File: config.mk
export PLATFORM = sky130hd
export DESIGN_NAME = single_add_arbiter
export DESIGN_NICKNAME = d
export VERILOG_FILES = /design/src/rtl/single_add_arbiter_pkg.sv /design/src/rtl/single_add_1clk.sv /design/src/rtl/single_add_arbiter.sv
export SDC_FILE = /design/constraint.sdc
export NUM_CORES = 1
export LEC_CHECK = 0
export BUFFER_PORTS_ARGS = -buffer_cell sky130_fd_sc_hd__buf_4
export CORE_ASPECT_RATIO = 2
export CORE_UTILIZATION = 50
export DETAILED_ROUTE_END_ITERATION = 10
export GPL_ROUTABILITY_DRIVEN = 1
export PLACE_DENSITY = 0.71
export SYNTH_ARGS = -nofsm -noshare
export SYNTH_HDL_FRONTEND = slang
export SYNTH_SLANG_ARGS = --single-unit
File: constraint.sdc
create_clock -name clk -period 20.9 [get_ports clk]
set_input_delay 2.09 -clock clk [delete_from_list [all_inputs] [get_ports clk]]
set_output_delay 2.09 -clock clk [all_outputs]
set_load 0.1 [all_outputs]
File: src/rtl/single_add_arbiter_pkg.sv
// Shared constants and result record for the single-adder arbiter.
package single_add_arbiter_pkg;

    localparam int unsigned FLT_W       = 32;
    localparam int unsigned DEF_NREQ    = 4;
    localparam int unsigned DEF_ADD_LAT = 1;
    localparam int unsigned ID_MAX_W    = 8;

    typedef struct packed {
        logic [ID_MAX_W-1:0] id;
        logic [FLT_W-1:0]    c;
    } result_t;

    function automatic int unsigned idx_w(input int unsigned n);
        return (n > 1) ? $clog2(n) : 1;
    endfunction

endpackage

File: src/rtl/single_add_1clk.sv
// IEEE-754 single-precision adder (round-to-nearest-even) with a LAT-stage output register chain.
module single_add_1clk
    import single_add_arbiter_pkg::*;
#(
    parameter int unsigned LAT = DEF_ADD_LAT
) (
    input  logic             clk,
    input  logic             rstn,
    input  logic             in_valid,
    input  logic [FLT_W-1:0] a,
    input  logic [FLT_W-1:0] b,
    output logic             out_valid,
    output logic [FLT_W-1:0] c
);

    function automatic logic [FLT_W-1:0] fp_add(input logic [FLT_W-1:0] p, input logic [FLT_W-1:0] q);
        logic [31:0] x, y;
        logic [26:0] mx, my, my_sh, m;
        logic [53:0] wide;
        logic [27:0] sum;
        logic [30:0] mag;
        logic        up;
        int          ex, ey, d, e, lz, sh;
        if (p[30:0] >= q[30:0]) begin x = p; y = q; end
        else begin x = q; y = p; end
        if ((&x[30:23]) || (&y[30:23])) begin
            if ((&p[30:23] && |p[22:0]) || (&q[30:23] && |q[22:0]) ||
                (&p[30:23] && &q[30:23] && (p[31] != q[31])))
                return 32'h7FC0_0000;
            return x;
        end
        ex = (x[30:23] == 8'd0) ? 1 : int'(x[30:23]);
        ey = (y[30:23] == 8'd0) ? 1 : int'(y[30:23]);
        mx = {|x[30:23], x[22:0], 3'b000};
        my = {|y[30:23], y[22:0], 3'b000};
        d  = ex - ey;
        // Alignment keeps guard/round bits and folds everything shifted past them into sticky.
        if (d >= 27) begin
            my_sh = {26'd0, |my};
        end else begin
            wide  = {my, 27'd0} >> d;
            my_sh = {wide[53:28], wide[27] | (|wide[26:0])};
        end
        sum = (x[31] == y[31]) ? ({1'b0, mx} + {1'b0, my_sh}) : ({1'b0, mx} - {1'b0, my_sh});
        if (sum == '0)
            return {x[31] & y[31], 31'd0};
        e = ex;
        if (sum[27]) begin
            m = {sum[27:2], sum[1] | sum[0]};
            e = e + 1;
        end else begin
            lz = 0;
            for (int i = 0; i < 27; i++)
                if (sum[i]) lz = 26 - i;
            sh = (lz < e) ? lz : e - 1;
            m  = sum[26:0] << sh;
            e  = e - sh;
        end
        if (e >= 255)
            return {x[31], 8'hFF, 23'd0};
        up  = m[2] & (m[1] | m[0] | m[3]);
        // Rounding carry ripples into the exponent field, covering denormal->normal and overflow to inf.
        mag = {(m[26] ? 8'(e) : 8'd0), m[25:3]} + 31'(up);
        return {x[31], mag};
    endfunction

    logic [LAT-1:0]   stage_v;
    logic [FLT_W-1:0] stage_c [LAT];

    always_ff @(posedge clk or negedge rstn) begin
        if (!rstn) begin
            stage_v <= '0;
            for (int unsigned i = 0; i < LAT; i++)
                stage_c[i] <= '0;
        end else begin
            stage_v[0] <= in_valid;
            stage_c[0] <= fp_add(a, b);
            for (int unsigned i = 1; i < LAT; i++) begin
                stage_v[i] <= stage_v[i-1];
                stage_c[i] <= stage_c[i-1];
            end
        end
    end

    assign out_valid = stage_v[LAT-1];
    assign c         = stage_c[LAT-1];

endmodule

File: src/rtl/single_add_arbiter.sv
// Round-robin arbiter sharing one float adder among NREQ requesters, with credit-limited result FIFO.
module single_add_arbiter
    import single_add_arbiter_pkg::*;
#(
    parameter int unsigned NREQ       = DEF_NREQ,
    parameter int unsigned ADD_LAT    = DEF_ADD_LAT,
    parameter int unsigned FIFO_DEPTH = ADD_LAT + 2
) (
    input  logic                              clk,
    input  logic                              rst,
    input  logic [NREQ-1:0]                   req_valid,
    output logic [NREQ-1:0]                   req_ready,
    input  logic [NREQ-1:0][FLT_W-1:0]        req_a,
    input  logic [NREQ-1:0][FLT_W-1:0]        req_b,
    output logic                              res_valid,
    input  logic                              res_ready,
    output logic [idx_w(NREQ)-1:0]            res_id,
    output logic [FLT_W-1:0]                  res_c,
    output logic                              busy
);

    localparam int unsigned IDW = idx_w(NREQ);
    localparam int unsigned PW  = idx_w(FIFO_DEPTH);
    localparam int unsigned CW  = $clog2(FIFO_DEPTH + 1);

    logic [IDW-1:0]   rr_ptr, grant;
    logic             granted, credit, xfer;
    logic [NREQ-1:0]  rotated;
    int unsigned      inflight;
    logic [FLT_W-1:0] add_a, add_b, add_c;
    logic             add_out_valid;

    logic [ADD_LAT-1:0] tag_v;
    logic [IDW-1:0]     tag_id [ADD_LAT];

    result_t        mem [FIFO_DEPTH];
    result_t        head;
    logic [PW-1:0]  wr_ptr, rd_ptr;
    logic [CW-1:0]  fifo_count;
    logic           push, pop;

    always_comb begin
        inflight = 0;
        for (int unsigned i = 0; i < ADD_LAT; i++)
            inflight = inflight + 32'(tag_v[i]);
        credit = (32'(fifo_count) + inflight) < FIFO_DEPTH;

        rotated = NREQ'({req_valid, req_valid} >> rr_ptr);
        granted = 1'b0;
        grant   = '0;
        for (int unsigned j = 0; j < NREQ; j++) begin
            if (!granted && rotated[j]) begin
                granted = 1'b1;
                grant   = IDW'((32'(rr_ptr) + j) % NREQ);
            end
        end

        xfer      = granted && credit && !rst;
        req_ready = xfer ? (NREQ'(1) << grant) : '0;
        add_a     = xfer ? req_a[grant] : '0;
        add_b     = xfer ? req_b[grant] : '0;
    end

    single_add_1clk #(.LAT(ADD_LAT)) u_add (
        .clk       (clk),
        .rstn      (~rst),
        .in_valid  (xfer),
        .a         (add_a),
        .b         (add_b),
        .out_valid (add_out_valid),
        .c         (add_c)
    );

    assign push = tag_v[ADD_LAT-1];
    assign pop  = res_valid && res_ready;

    always_ff @(posedge clk or posedge rst) begin
        if (rst) begin
            rr_ptr     <= '0;
            tag_v      <= '0;
            wr_ptr     <= '0;
            rd_ptr     <= '0;
            fifo_count <= '0;
            for (int unsigned i = 0; i < ADD_LAT; i++)
                tag_id[i] <= '0;
        end else begin
            if (xfer)
                rr_ptr <= IDW'((32'(grant) + 1) % NREQ);
            tag_v[0]  <= xfer;
            tag_id[0] <= grant;
            for (int unsigned i = 1; i < ADD_LAT; i++) begin
                tag_v[i]  <= tag_v[i-1];
                tag_id[i] <= tag_id[i-1];
            end
            if (push)
                wr_ptr <= (32'(wr_ptr) == FIFO_DEPTH - 1) ? '0 : wr_ptr + PW'(1);
            if (pop)
                rd_ptr <= (32'(rd_ptr) == FIFO_DEPTH - 1) ? '0 : rd_ptr + PW'(1);
            if (push && !pop)
                fifo_count <= fifo_count + CW'(1);
            else if (pop && !push)
                fifo_count <= fifo_count - CW'(1);
        end
    end

    always_ff @(posedge clk) begin
        if (push)
            mem[wr_ptr] <= '{id: ID_MAX_W'(tag_id[ADD_LAT-1]), c: add_c};
    end

    assign head      = mem[rd_ptr];
    assign res_valid = (fifo_count != '0);
    assign res_id    = res_valid ? IDW'(head.id) : '0;
    assign res_c     = res_valid ? head.c : '0;
    assign busy      = (inflight != 0) || (fifo_count != '0);

    // The adder's own valid must line up with the tag pipeline that actually drives buffer writes.
    assert property (@(posedge clk) disable iff (rst) add_out_valid == tag_v[ADD_LAT-1]);

endmodule

==> reports/qor.txt, run 1 <==
Status - aborted with a tool error
Halt Stage - global routing (5_1_grt)
Stop Error - [ERROR GRT-0116] Global routing finished with congestion. Check the congestion regions in the DRC Viewer.
CTS root buf - clkbuf_16
Number of gates resized after CTS - 0
Count of input and output buffers - 302
CTS Buf Count - 17
Routability cong. - 1.30
H-tree depth - 4
DP HPWL - 96,800 µm
Yosys warning total - 0
Avg Cell Area, Syn - 7.40 µm²
Vias in the first global route - 32,600
Post-Syn Area - 21,700 µm²
Clock sink count - 145
Leading area contributor after synthesis - edfxtp_1
I/O pins - 303
Synth top area share - 0.141
Mapped Nets - 3,307
Setup bufs post-CTS - 0
Register bit total from synthesis - 145
Cell variety after synth - 131
Largest net degree at the start of global routing - 86
Clock buffer depth - 2
Cells after Synth - 2,928
Grt ovf - 335
Rows - 107
Top-count cell post-synth - nor2_1
Post-synth EDFFs - 102
Most used DFF post-synth - edfxtp_1
Die width - 149 µm
First-pass GRT wire length - 231,000 µm
GRT Total Usage - 0.689
Share of the yosys chip area belonging to registers - 0.191
Hold Buf Count CTS - 0
Ys async rst share - 0.297
Most frequent cells after synthesis - nor2_1 (330), a21oi_1 (300), nand2_1 (211)
Starting Density - 0.507
Dpl cell area - 27,300 µm²
Die H - 296 µm
Dominant cells by area after synthesis - edfxtp_1 (14%), a21oi_1 (6.9%), ha_1 (6.5%), nor2_1 (5.7%), dfrtp_1 (5.0%)
==> routing by layer <==
metal,GRT overflow,GRT usage
met2,211,0.942
met3,0,0.469
met1,1,0.640
met4,123,0.728
met5,0,0.185
==> per-stage QoR <==
step | hold WS (ns) | setup WS (ns) | utilization | cells
detailed placement | 0.451 | 0.776 | 0.640 | 4041
CTS | 0.463 | 1.07 | 0.654 | 4073
floorplan | 0.438 | 1.37 | - | 2928
global placement | 0.442 | 1.01 | 0.640 | 4041
==> logic make-up after synthesis <==
group	synth area share
compound gates	0.329
other cells	0.000173
buf+inv	0.0666
mux	0.0582
xor+xnor	0.0270
simple gates	0.259
flops	0.191
fa+ha+maj	0.0684
==> run 2, diff against run 1 <==
Settings changed: CORE_ASPECT_RATIO 2 to unset, CORE_UTILIZATION 50 to 35, PLACE_DENSITY 0.71 to unset, PLACE_DENSITY_LB_ADDON set to 0.15.
==> reports/qor.txt, run 2 <==
Worst slew pin tran - 1.23 ns
WS Path Type - input pin to flop
Drt initial violations - 2,578
Crit path launch - req_valid[3]
NumNets Final - 3,568
Grt ovf - 0
Dpl cell area - 25,100 µm²
CORE AREA - 60,800 µm²
Critical Path Slowest Stage Cell - a2111oi_0
Routed wire per std cell - 26.6 µm
Critical path peak fanout - 47
Leading area contributor after synthesis - edfxtp_1
Dominant cells by area after synthesis - edfxtp_1 (14%), a21oi_1 (6.9%), ha_1 (6.5%), nor2_1 (5.7%), dfrtp_1 (5.0%)
Worst Hold Class - flop to flop
DP HPWL - 84,900 µm
Share of the yosys chip area belonging to registers - 0.191
Pre-antenna DRT Iters - 7
Drt drc - 0
Top-count cell post-synth - nor2_1
I/O pins - 303
Clock skew - 0.0150 ns
Die H - 251 µm
Post-DR vias/cell - 6.34
Yosys warning total - 0
CP arrival - 20.17 ns
Count of final max-slew check failures - 0
Routed vias - 25,300
Final instance area - 25,800 µm²
Reg2reg path depth - 70
Most frequent cells in the layout - buf_4 (431), nor2_1 (326), a21oi_1 (296)
Reg2reg start - push$_DFF_PP0_
Mapped Nets - 3,307
Avg Cell Area, Syn - 7.40 µm²
Largest net degree at the start of global routing - 88
Worst setup EP type - flop
Clk_lat worst skew - 0.42 ns
Initial antenna violation count - 4
Vias in the first global route - 24,000
Synth top area share - 0.141
Die width - 251 µm
Critical Path End - u_add.c[22]$_DFF_PP0_
Hold Crit Start - u_add.c[15]$_DFF_PP0_
H-tree depth - 4
Largest register FFs - 102
Final min period - 19.93 ns
Post-route antenna net violation count - 0
Most used DFF post-synth - edfxtp_1
CTS Buf Count - 17
Final hold viol count - 0
Most common cell after layout, fill and taps aside - buf_4
Register bit total from synthesis - 145
Max-Cap Viols - 0
CP max stage delay - 0.86 ns
Min Hold Slack - 0.463 ns
RSZ-0062 raised after global routing - false
Rows - 90
Die area - 62,900 µm²
Starting Density - 0.356
Count of input and output buffers - 302
R2R Path End - u_add.c[22]$_DFF_PP0_
Synthesis-to-finish area growth - 19.1%
GRT Total Usage - 0.323
Cells after Synth - 2,928
TritonCTS clock tree - built
Clock buffer depth - 2
Clock sink count - 145
Worst reg-to-reg setup slack - 1.76 ns
Post-synth EDFFs - 102
Max_slew headroom - 0.181
Ys async rst share - 0.297
Most frequent cells after synthesis - nor2_1 (330), a21oi_1 (300), nand2_1 (211)
FMAX - 0.0502 GHz
CP Launch Type - input pin
Setup TNS - 0 ns
Layout cells sized above 1 - 0.202
First-pass GRT wire length - 154,000 µm
Routability cong. - 0.992
CP required - 21.15 ns
Worst-path clk slew - 0.06 ns
Most flop-heavy register - mem
WL final - 106,000 µm
Cell variety after synth - 131
CTS root buf - clkbuf_16
Tcrit/Tclk final - 0.953
Final Setup Violations - 0
Post-Syn Area - 21,700 µm²
Status - complete, no violations
-- run 2: repair_timing --
action / 4_1_cts / 5_1_grt
hold buffers: 0 / 0
setup endpoints to repair: 0 / 31
resized for setup: 0 / 22
endpoints found under the hold margin: 0 / 0
buffers inserted: 0 / 6
-- run 2: stage by stage --
| step | utilization | instances | setup slack (ns) |
|---|---|---|---|
| 2_1_floorplan | - | 2928 | 1.37 |
| 3_3_place_gp | 0.412 | 3943 | -0.166 |
| 3_5_place_dp | 0.412 | 3943 | -0.222 |
| 4_1_cts | 0.422 | 3975 | 0.0777 |
| 5_1_grt | 0.424 | 3984 | 0.0152 |
| 6_report | 0.425 | 3985 | 0.973 |
-- run 2: cell type report --
cell class              count  area (µm²)
diodes                      1        2.50
clock buffers              22         464
clock inverters            10         111
fillers                  6357       35000
inverters                 126         478
multi-input cells        2461       16300
flip-flops and latches    145        4140
well taps                 782         978
repair buffers            438        3370
-- run 2: worst max-delay path: cells and delay by family --
family	cells	cell delay, ns
buf+inv	8	1.52
xor+xnor	2	1.09
simple gates	23	4.53
fa+ha+maj	5	1.69
compound gates	30	8.65
mux	2	0.51
-- run 2: worst min path at each step --
stage | endpoint | slack [ns] | depth (start not counted)
3_5_place_dp | mem[0][6]$_DFFE_PP_ | 0.46 | 0
2_1_floorplan | mem[0][0]$_DFFE_PP_ | 0.44 | 0
5_1_grt | mem[1][31]$_DFFE_PP_ | 0.48 | 0
6_report | mem[0][15]$_DFFE_PP_ | 0.46 | 0
4_1_cts | mem[0][15]$_DFFE_PP_ | 0.47 | 0
3_3_place_gp | mem[0][15]$_DFFE_PP_ | 0.44 | 0
-- run 2: cell families (layout without fill, tap and decap cells) --
| group | count (synthesis) | in the layout | synth area share |
|---|---|---|---|
| AND/OR/NAND/NOR | 1119 | 1121 | 0.259 |
| AO/OA/AOI/OAI | 1035 | 1036 | 0.329 |
| buffers and inverters | 325 | 596 | 0.0666 |
| flip-flops | 145 | 145 | 0.191 |
| multiplexers | 121 | 121 | 0.0582 |
| adder cells (fa/ha/maj) | 116 | 116 | 0.0684 |
| XOR/XNOR | 66 | 66 | 0.0270 |
| other | 1 | 2 | 0.000173 |
-- run 2: per-layer routing --
layer,track usage,wire (µm),vias to the layer above
met2,0.515,47700,1102
met5,0,67,-
li1,-,-,11700
met4,0.110,3800,10
met3,0.0584,8100,177
met1,0.436,46200,12300
Power of run 2 is not shown: default switching activity piles up to over one toggle a cycle in this logic, so the estimate is an artifact.
